[config.mk]
export PLATFORM = sky130hd
export DESIGN_NAME = spi_master_regs
export DESIGN_NICKNAME = d
export VERILOG_FILES = /design/src/rtl/spi_master_regs.sv
export SDC_FILE = /design/constraint.sdc
export NUM_CORES = 1
export LEC_CHECK = 0
export ABC_CLOCK_PERIOD_IN_PS = 4240
export BUFFER_PORTS_ARGS = -buffer_cell sky130_fd_sc_hd__buf_2
export CAP_MARGIN = 0
export CORE_MARGIN = 1.5
export CORE_UTILIZATION = 53
export DETAILED_ROUTE_END_ITERATION = 6
export GPL_TIMING_DRIVEN = 1
export PLACE_DENSITY = 0.86
export SYNTH_ARGS = -nofsm -noshare
export SYNTH_HDL_FRONTEND = slang
export SYNTH_SLANG_ARGS = --single-unit
[constraint.sdc]
create_clock -name bus2ip_clk -period 4.24 [get_ports bus2ip_clk]
set_input_delay 0.212 -clock bus2ip_clk [delete_from_list [all_inputs] [get_ports bus2ip_clk]]
set_output_delay 0.212 -clock bus2ip_clk [all_outputs]
set_load 0.1 [all_outputs]
[src/rtl/spi_master_regs.sv]
// Register-mapped SPI master behind a bus2ip/ip2bus register slave.
// CTRL/STATUS/TXDATA/RXDATA feed a single-slave, MSB-first shift engine with CPOL/CPHA and a clock divider.
module spi_master_regs #(
  parameter int         DATA_WIDTH   = 8,
  parameter logic [7:0] CLKDIV_RESET = 8'd4
) (
  input  logic         bus2ip_clk,
  input  logic         bus2ip_reset,
  input  logic [31:0]  bus2ip_data,
  input  logic [3:0]   bus2ip_wrce,
  input  logic [3:0]   bus2ip_rdce,
  output logic [127:0] ip2bus_data,
  output logic         ip2bus_wrack,
  output logic         ip2bus_rdack,
  output logic         spi_sclk,
  output logic         spi_mosi,
  input  logic         spi_miso,
  output logic         spi_ss_n,
  output logic         irq
);

  localparam logic [1:0] ST_IDLE  = 2'd0;
  localparam logic [1:0] ST_LEAD  = 2'd1;
  localparam logic [1:0] ST_SHIFT = 2'd2;
  localparam logic [1:0] ST_TRAIL = 2'd3;
  localparam logic [6:0] LAST_EDGE = 7'(2 * DATA_WIDTH - 1);

  // Register file state
  logic                  ctrl_en_q, ctrl_en_d;
  logic                  ctrl_cpol_q, ctrl_cpol_d;
  logic                  ctrl_cpha_q, ctrl_cpha_d;
  logic                  ctrl_ie_q, ctrl_ie_d;
  logic [7:0]            ctrl_div_q, ctrl_div_d;
  logic                  rx_valid_q, rx_valid_d;
  logic                  overrun_q, overrun_d;
  logic                  tx_drop_q, tx_drop_d;
  logic [DATA_WIDTH-1:0] txdata_q, txdata_d;
  logic [DATA_WIDTH-1:0] rxdata_q, rxdata_d;

  // Bus handshake state
  logic                  wr_seen_q, wr_seen_d;
  logic                  rd_seen_q, rd_seen_d;
  logic                  wrack_q, wrack_d;
  logic                  rdack_q, rdack_d;

  // Shift engine state
  logic [1:0]            state_q, state_d;
  logic [7:0]            cnt_q, cnt_d;
  logic [6:0]            edge_q, edge_d;
  logic                  tog_q, tog_d;
  logic                  lat_cpol_q, lat_cpol_d;
  logic                  lat_cpha_q, lat_cpha_d;
  logic [7:0]            lat_div_q, lat_div_d;
  logic [DATA_WIDTH-1:0] tx_shift_q, tx_shift_d;
  logic [DATA_WIDTH-1:0] rx_shift_q, rx_shift_d;
  logic                  mosi_q, mosi_d;

  // Decoded strobes
  logic                  wr_active, wr_pulse, wr_onehot, wr_ok;
  logic                  rd_active, rd_pulse;
  logic                  we_ctrl, we_status, we_tx;
  logic                  busy, tx_accept, tx_reject, xfer_done, sample_edge;
  logic [DATA_WIDTH-1:0] wr_frame, rx_shifted;
  logic [31:0]           ctrl_word, status_word, tx_word, rx_word;
  logic                  unused_bits;

  assign unused_bits = ^bus2ip_data;

  always_comb begin
    wr_active = |bus2ip_wrce;
    wr_pulse  = wr_active & ~wr_seen_q;
    wr_onehot = (bus2ip_wrce & (bus2ip_wrce - 4'd1)) == 4'd0;
    wr_ok     = wr_pulse & wr_onehot;
    rd_active = |bus2ip_rdce;
    rd_pulse  = rd_active & ~rd_seen_q;
    we_ctrl   = wr_ok & bus2ip_wrce[0];
    we_status = wr_ok & bus2ip_wrce[1];
    we_tx     = wr_ok & bus2ip_wrce[2];
    busy      = state_q != ST_IDLE;
    tx_accept = we_tx & ctrl_en_q & ~busy;
    tx_reject = we_tx & ~tx_accept;
    wr_frame  = bus2ip_data[DATA_WIDTH-1:0];
  end

  // The seen flags rise with the ack and drop only once the strobe returns to zero.
  always_comb begin
    wrack_d   = wr_pulse;
    rdack_d   = rd_pulse;
    wr_seen_d = wr_active;
    rd_seen_d = rd_active;
  end

  always_comb begin
    ctrl_en_d   = ctrl_en_q;
    ctrl_cpol_d = ctrl_cpol_q;
    ctrl_cpha_d = ctrl_cpha_q;
    ctrl_ie_d   = ctrl_ie_q;
    ctrl_div_d  = ctrl_div_q;
    txdata_d    = txdata_q;
    if (we_ctrl) begin
      ctrl_en_d   = bus2ip_data[0];
      ctrl_cpol_d = bus2ip_data[1];
      ctrl_cpha_d = bus2ip_data[2];
      ctrl_ie_d   = bus2ip_data[3];
      ctrl_div_d  = bus2ip_data[15:8];
    end
    if (tx_accept) begin
      txdata_d = wr_frame;
    end
  end

  // Completion is applied after the W1C so a coincident clear of rx_valid loses.
  always_comb begin
    rx_valid_d = rx_valid_q;
    overrun_d  = overrun_q;
    tx_drop_d  = tx_drop_q;
    rxdata_d   = rxdata_q;
    if (we_status) begin
      if (bus2ip_data[1]) rx_valid_d = 1'b0;
      if (bus2ip_data[2]) overrun_d  = 1'b0;
      if (bus2ip_data[3]) tx_drop_d  = 1'b0;
    end
    if (tx_reject) begin
      tx_drop_d = 1'b1;
    end
    if (xfer_done) begin
      rxdata_d   = rx_shift_q;
      overrun_d  = overrun_d | rx_valid_q;
      rx_valid_d = 1'b1;
    end
  end

  always_comb begin
    state_d    = state_q;
    cnt_d      = cnt_q;
    edge_d     = edge_q;
    tog_d      = tog_q;
    lat_cpol_d = lat_cpol_q;
    lat_cpha_d = lat_cpha_q;
    lat_div_d  = lat_div_q;
    tx_shift_d = tx_shift_q;
    rx_shift_d = rx_shift_q;
    mosi_d     = mosi_q;
    xfer_done  = 1'b0;
    rx_shifted    = rx_shift_q << 1;
    rx_shifted[0] = spi_miso;
    // Even edge_q means the upcoming toggle is a leading edge.
    sample_edge = ~edge_q[0] ^ lat_cpha_q;
    case (state_q)
      ST_IDLE: begin
        if (tx_accept) begin
          state_d    = ST_LEAD;
          cnt_d      = ctrl_div_q;
          edge_d     = 7'd0;
          tog_d      = 1'b0;
          lat_cpol_d = ctrl_cpol_q;
          lat_cpha_d = ctrl_cpha_q;
          lat_div_d  = ctrl_div_q;
          rx_shift_d = '0;
          if (ctrl_cpha_q) begin
            tx_shift_d = wr_frame;
          end else begin
            mosi_d     = wr_frame[DATA_WIDTH-1];
            tx_shift_d = wr_frame << 1;
          end
        end
      end
      ST_LEAD: begin
        if (cnt_q == 8'd0) begin
          state_d = ST_SHIFT;
          cnt_d   = lat_div_q;
        end else begin
          cnt_d = cnt_q - 8'd1;
        end
      end
      ST_SHIFT: begin
        if (cnt_q == 8'd0) begin
          cnt_d  = lat_div_q;
          tog_d  = ~tog_q;
          edge_d = edge_q + 7'd1;
          if (sample_edge) begin
            rx_shift_d = rx_shifted;
          end else begin
            mosi_d     = tx_shift_q[DATA_WIDTH-1];
            tx_shift_d = tx_shift_q << 1;
          end
          if (edge_q == LAST_EDGE) begin
            state_d = ST_TRAIL;
          end
        end else begin
          cnt_d = cnt_q - 8'd1;
        end
      end
      ST_TRAIL: begin
        if (cnt_q == 8'd0) begin
          state_d   = ST_IDLE;
          mosi_d    = 1'b0;
          xfer_done = 1'b1;
        end else begin
          cnt_d = cnt_q - 8'd1;
        end
      end
      default: state_d = ST_IDLE;
    endcase
  end

  always_ff @(posedge bus2ip_clk) begin
    if (bus2ip_reset) begin
      ctrl_en_q   <= 1'b0;
      ctrl_cpol_q <= 1'b0;
      ctrl_cpha_q <= 1'b0;
      ctrl_ie_q   <= 1'b0;
      ctrl_div_q  <= CLKDIV_RESET;
      rx_valid_q  <= 1'b0;
      overrun_q   <= 1'b0;
      tx_drop_q   <= 1'b0;
      txdata_q    <= '0;
      rxdata_q    <= '0;
      wr_seen_q   <= 1'b0;
      rd_seen_q   <= 1'b0;
      wrack_q     <= 1'b0;
      rdack_q     <= 1'b0;
      state_q     <= ST_IDLE;
      cnt_q       <= 8'd0;
      edge_q      <= 7'd0;
      tog_q       <= 1'b0;
      lat_cpol_q  <= 1'b0;
      lat_cpha_q  <= 1'b0;
      lat_div_q   <= 8'd0;
      tx_shift_q  <= '0;
      rx_shift_q  <= '0;
      mosi_q      <= 1'b0;
    end else begin
      ctrl_en_q   <= ctrl_en_d;
      ctrl_cpol_q <= ctrl_cpol_d;
      ctrl_cpha_q <= ctrl_cpha_d;
      ctrl_ie_q   <= ctrl_ie_d;
      ctrl_div_q  <= ctrl_div_d;
      rx_valid_q  <= rx_valid_d;
      overrun_q   <= overrun_d;
      tx_drop_q   <= tx_drop_d;
      txdata_q    <= txdata_d;
      rxdata_q    <= rxdata_d;
      wr_seen_q   <= wr_seen_d;
      rd_seen_q   <= rd_seen_d;
      wrack_q     <= wrack_d;
      rdack_q     <= rdack_d;
      state_q     <= state_d;
      cnt_q       <= cnt_d;
      edge_q      <= edge_d;
      tog_q       <= tog_d;
      lat_cpol_q  <= lat_cpol_d;
      lat_cpha_q  <= lat_cpha_d;
      lat_div_q   <= lat_div_d;
      tx_shift_q  <= tx_shift_d;
      rx_shift_q  <= rx_shift_d;
      mosi_q      <= mosi_d;
    end
  end

  always_comb begin
    ctrl_word   = 32'h0;
    status_word = 32'h0;
    tx_word     = 32'h0;
    rx_word     = 32'h0;
    ctrl_word[0]     = ctrl_en_q;
    ctrl_word[1]     = ctrl_cpol_q;
    ctrl_word[2]     = ctrl_cpha_q;
    ctrl_word[3]     = ctrl_ie_q;
    ctrl_word[15:8]  = ctrl_div_q;
    status_word[0]   = busy;
    status_word[1]   = rx_valid_q;
    status_word[2]   = overrun_q;
    status_word[3]   = tx_drop_q;
    tx_word[DATA_WIDTH-1:0] = txdata_q;
    rx_word[DATA_WIDTH-1:0] = rxdata_q;
  end

  // Idle sclk follows the live CPOL; during a transfer it follows the latched copy.
  assign ip2bus_data  = {rx_word, tx_word, status_word, ctrl_word};
  assign ip2bus_wrack = wrack_q;
  assign ip2bus_rdack = rdack_q;
  assign spi_ss_n     = ~busy;
  assign spi_sclk     = busy ? (lat_cpol_q ^ tog_q) : ctrl_cpol_q;
  assign spi_mosi     = mosi_q;
  assign irq          = rx_valid_q & ctrl_ie_q;

endmodule

Yosys cells after proc, flatten, opt, wreduce, memory -nomap -nowiden
Index checks and enable logic that the tools add are counted.
{"block": "totals", "elab_cells": 125, "inputBits": 43, "latch_bits": 0, "ram_bits": 0, "register_bits": 80, "rom_bits": 0, "memories": 0}
{"block": "op_classes", "n_lt_le_gt_ge": 0, "n_eq_ne": 13, "bitwise_logic": 20, "addsub": 3, "reduce_logical": 22, "div_mod_pow": 0, "mux": 43, "n_shift": 0, "n_mul": 0}
{"operator": "8-bit 2-to-1 mux", "n": 10}
{"operator": "8-bit one-hot mux with 2 select lines", "n": 2}
{"operator": "8-bit one-hot mux with 3 select lines", "n": 1}
{"operator": "1-bit 2-to-1 mux", "n": 19}
{"operator": "2-bit != test (second input constant)", "n": 9}
{"operator": "7-bit 2-to-1 mux", "n": 2}
{"operator": "7-bit one-hot mux with 2 select lines", "n": 1}
{"operator": "2-bit nonzero test", "n": 6}
{"operator": "1-bit AND", "n": 10}
{"operator": "2-bit 2-to-1 mux", "n": 5}
{"operator": "8-bit logical NOT", "n": 1}
{"operator": "2-bit one-hot mux with 4 select lines", "n": 1}
{"operator": "2-bit AND reduction", "n": 4}
{"operator": "4-bit AND reduction", "n": 2}
{"operator": "4-bit OR reduction", "n": 2}
{"operator": "8-bit by 1-bit subtractor with 8-bit output (second input constant)", "n": 1}
{"operator": "7-bit by 1-bit adder with 7-bit output (second input constant)", "n": 1}
{"operator": "7-bit by 4-bit == test with 1-bit output (second input constant)", "n": 1}
{"operator": "1-bit inverter", "n": 6}
{"operator": "6-bit AND reduction", "n": 1}
{"operator": "5-bit AND reduction", "n": 1}
{"operator": "4-bit AND", "n": 1}
{"operator": "2-bit == test (second input constant)", "n": 2}
{"operator": "4-bit logical NOT", "n": 1}
{"operator": "other kinds (10)", "n": 11}

Longest topological paths before layout
{"block": "depth", "word_depth": 11, "ltp_mapped": 8, "ltp_nobuf": 7}

Worst setup path before layout
No wires, ideal clock.
{"block": "synth_path", "path_kind": "register to output", "from": "reg state_q[0]", "to": "out spi_sclk", "setup_slack_ns": 0.523, "required_time_ns": 4.028, "arrival_time_ns": 3.505, "path_stages_with_launch": 5, "n_path_buf": 1, "path_cell_list": "dfxtp_1 > inv_1 > ha_1 > clkbuf_1 > o21ai_0"}
{"block": "synth_via", "elab_chain_cells": 2}
{"element": "start, declared", "line_no": "47", "rtl": "logic [1:0] state_q, state_d;"}
{"element": "start signal, assigned", "line_no": "248", "rtl": "state_q <= state_d;"}
{"element": "2-bit nonzero test", "line_no": "79", "rtl": "busy = state_q != ST_IDLE;"}
{"element": "1-bit 2-to-1 mux", "line_no": "284", "rtl": "assign spi_sclk = busy ? (lat_cpol_q ^ tog_q) : ctrl_cpol_q;"}
{"element": "end, declared", "line_no": "15", "rtl": "output logic spi_sclk,"}
No other way between the ends.

Worst setup path in the final report
{"block": "layout_path", "from": "reg state_q[0]", "to": "reg edge_q[2]"}
{"block": "layout_via", "elab_chain_cells": 5, "elab_cells_between_ends": 10}
{"element": "2-bit nonzero test", "line_no": "79"}
{"element": "1-bit inverter", "line_no": "80", "rtl": "tx_accept = we_tx & ctrl_en_q & ~busy;"}
{"element": "1-bit AND", "line_no": "80"}
{"element": "2-bit != test (no line)"}
{"element": "3-bit AND reduction (no line)"}
{"element": "end signal, assigned", "line_no": "250", "rtl": "edge_q <= edge_d;"}
{"element": "end, declared", "line_no": "49", "rtl": "logic [6:0] edge_q, edge_d;"}
Parallel ways exist; a longest one is shown, timed or not.
A chain may end at the register's enable or synchronous reset.

==> results.yml <==
timing:
  rsz0062_at_grt: "false"
  fmax_ghz: 0.326
  fin_setup_tns_ns: 0
  finalMaxSlewViolations: 0
  fin_skew_ns: 0.0113
  fin_crit_sh_pct: 72.4
  worst_pin_slew_ns: 0.869
  setup_viol: 0
  period_minus_slack_ns: 3.07
  slew_headroom_pct: 41.6
  hold_violations: 0
drt:
  drt_wl_total_um: 9200
  dr.pass1.iters: 5
  drtAntennaViolNets: 0
  via_count: 3576
  routedWlPerCell_um: 13.5
  remaining_drc_errors: 0
  drt_iter0_drc: 250
  avgViaCountPerCell: 5.23
synth:
  yosysWarnings: 0
  synth_seq_cells: 80
  yosysTopAreaCell: "dfxtp_1"
  synthArstFlopShare_pct: 0
  seq_area_frac_synth_pct: 36.3
  synth_edf_count: 0
  syn_avg_cell_area_sq_um: 8.27
  synth_cell_type_count: 52
  synth_area_sq_mm: 0.00441
  synthCells: 533
  yosysTopAreaCellShare_pct: 36.3
  ys_top_cells_by_area: "dfxtp_1 (36%), buf_4 (18%), mux2i_1 (7.0%)"
  synth_flop_cell: "dfxtp_1"
clock_network:
  cts_resized: 0
  h-tree-depth: 3
  cts_tree: "yes"
  postCtsSetupBuffers: 0
  holdBufCountCts: 0
  numCtsBuffers: 9
  clkTransAtPathRegs_ns: 0.09
  cts.sinks: 80
  clk_latency_ns: 0.36
  cts_root_buf: "clkbuf_8"
  cts.path.max_buffers: 2
die:
  core_sq_mm: 0.00813
  start_util_pct: 54.2
  die-area_sq_mm: 0.00888
  rows: 33
  io_pins: 177
  die_w_um: 94.2
  die_y_um: 94.2
critical_path:
  path_max_fanout: 20
  cp.required_ns: 4.48
  r2r_cells: 6
  cp.buffers_inverters: 2
  crit_arrival_ns: 3.31
  regToRegSetupSlack_ns: 1.17
  critPathKind: "flop to flop"
  slowest_delay_ns: 0.81
  crit_top_cell: "inv_1"
  path_cells: "inv_1 -> ha_1 -> inv_1 -> or3_1 -> o21ai_0 -> nor2_1"
  crit_slowest_cell: "or3_1"
  cp-end-kind: "flop"
  path_delay_family: "simple AND/OR/NAND/NOR gates"
  crit_cells: 6
  startpoint_type: "flop"
finish:
  fin_nets: 623
  antenna_cells: 0
  design_area_sq_mm: 0.00453
  layout_commonest_cell: "conb_1"
  layout_common_cells: "conb_1 (96), dfxtp_1 (80), nand2_1 (74)"
  synthToLayoutAreaGrowth_pct: 2.75
  multi_input_area_sq_mm: 0.00223
  fillCellCount: 722
  drive_above_1_share_pct: 16.2
  area.sequential_sq_mm: 0.00160
min_path:
  hp-class: "input port to flop"
  min_path_cells: 3
global_routing:
  antenna_found_initial: 0
  grt_usage_pct: 20.4
  grt_overflow_total: 0
  grt_max_degree: 61
  grt_pass1_wl_um: 14400
  grt_pass1_vias: 3111
flow_run:
  cap_viol_max_count: 0
place:
  portBuffers: 64
  placed_cell_area_sq_mm: 0.00433
  gp_routability_congestion: 0.903
  dp_hpwl_um: 6460
power:
  pwr_density_cell_mw_per_mm2: 565
  ir_drop_mv: 0.330
  p_leak_nw: 2.00
status:
  status: "finished clean"
-- per-layer routing --
metal / GRT usage [%] / vias to the layer above / part of all wire (%) / wire [um]
met5: 0 / - / 0 / 0
met4: 7.96 / 0 / 1.9 / 177
met3: 4.13 / 20 / 6.8 / 630
met2: 35.0 / 182 / 49 / 4550
met1: 24.8 / 1677 / 42 / 3850
li1: - / 1697 / - / -
-- synthesized netlist by cell type (5+ instances only) --
master    count
buf_4       104
dfxtp_1      80
nand2_1      74
nor2_1       48
a21oi_1      38
mux2i_1      31
clkbuf_1     20
o21ai_0      18
nor3_1       13
a22oi_1      10
inv_1        10
or3_1         7
ha_1          6
nand3_1       5
o31ai_1       5
-- kinds of logic (layout without fill, tap and decap cells) --
group                    Yosys count  count (layout)  share of synthesized area [%]
adder cells (fa/ha/maj)            6               6                           1.70
other                              1              96                         0.0850
flip-flops                        80              80                           36.3
AND/OR/NAND/NOR                  175             175                           18.8
XOR/XNOR                           7               7                           1.39
buffers and inverters            140              91                           21.2
AO/OA/AOI/OAI                     93              93                           13.5
multiplexers                      31              31                           7.04
-- where the power goes --
part	internal [mW]	leakage (nW)	switching (mW)
Combinational	0.223	1.26	0.907
Sequential	0.796	0.646	0.0484
Clock	0.277	0.0925	0.308
-- tightest hold or removal path, stage by stage --
cell,delay (ns)
buf_2,0.08
mux2i_1,0.06
nand2_1,0.06
-- state kept, by name (all words and copies together), names as in the netlist, 2 cells and up --
name / cells
cnt_q: 8
ctrl_div_q: 8
edge_q: 7
lat_div_q: 8
rx_shift_q: 8
rxdata_q: 8
state_q: 2
tx_shift_q: 8
txdata_q: 8
-- final cells by class --
type | instances | share of cell area, %
multi-input combinational | 408 | 49.2
sequential | 80 | 35.3
timing repair buffer | 65 | 7.23
tap | 105 | 2.90
clock buffer | 9 | 2.73
clock inverter | 7 | 1.74
inverter | 10 | 0.828
-- stage by stage --
| stage | utilization, % | power [mW] | worst slack, ns | hold slack, ns | std cells |
|---|---|---|---|---|---|
| 2_1_floorplan | - | 1.92 | 0.523 | 0.329 | 628 |
| 5_1_grt | 55.7 | 2.65 | 0.974 | 0.0704 | 684 |
| 4_1_cts | 55.7 | 2.54 | 1.22 | 0.0729 | 684 |
| 6_report | 55.7 | 2.56 | 1.17 | 0.0756 | 684 |
| 3_3_place_gp | 53.2 | 1.96 | 1.34 | 0.378 | 668 |
| 3_5_place_dp | 53.2 | 1.97 | 1.25 | 0.395 | 668 |
-- path summary, 6_finish.rpt --
check | start | endpoint
hold / removal | bus2ip_data[10] | ctrl_div_q[2]
setup / recovery | state_q[0] | edge_q[2]
setup reg to reg | state_q[0] | edge_q[2]
hold reg to reg | rd_seen_q | ip2bus_rdack
No activity file was read; power rests on OpenSTA's default activity.
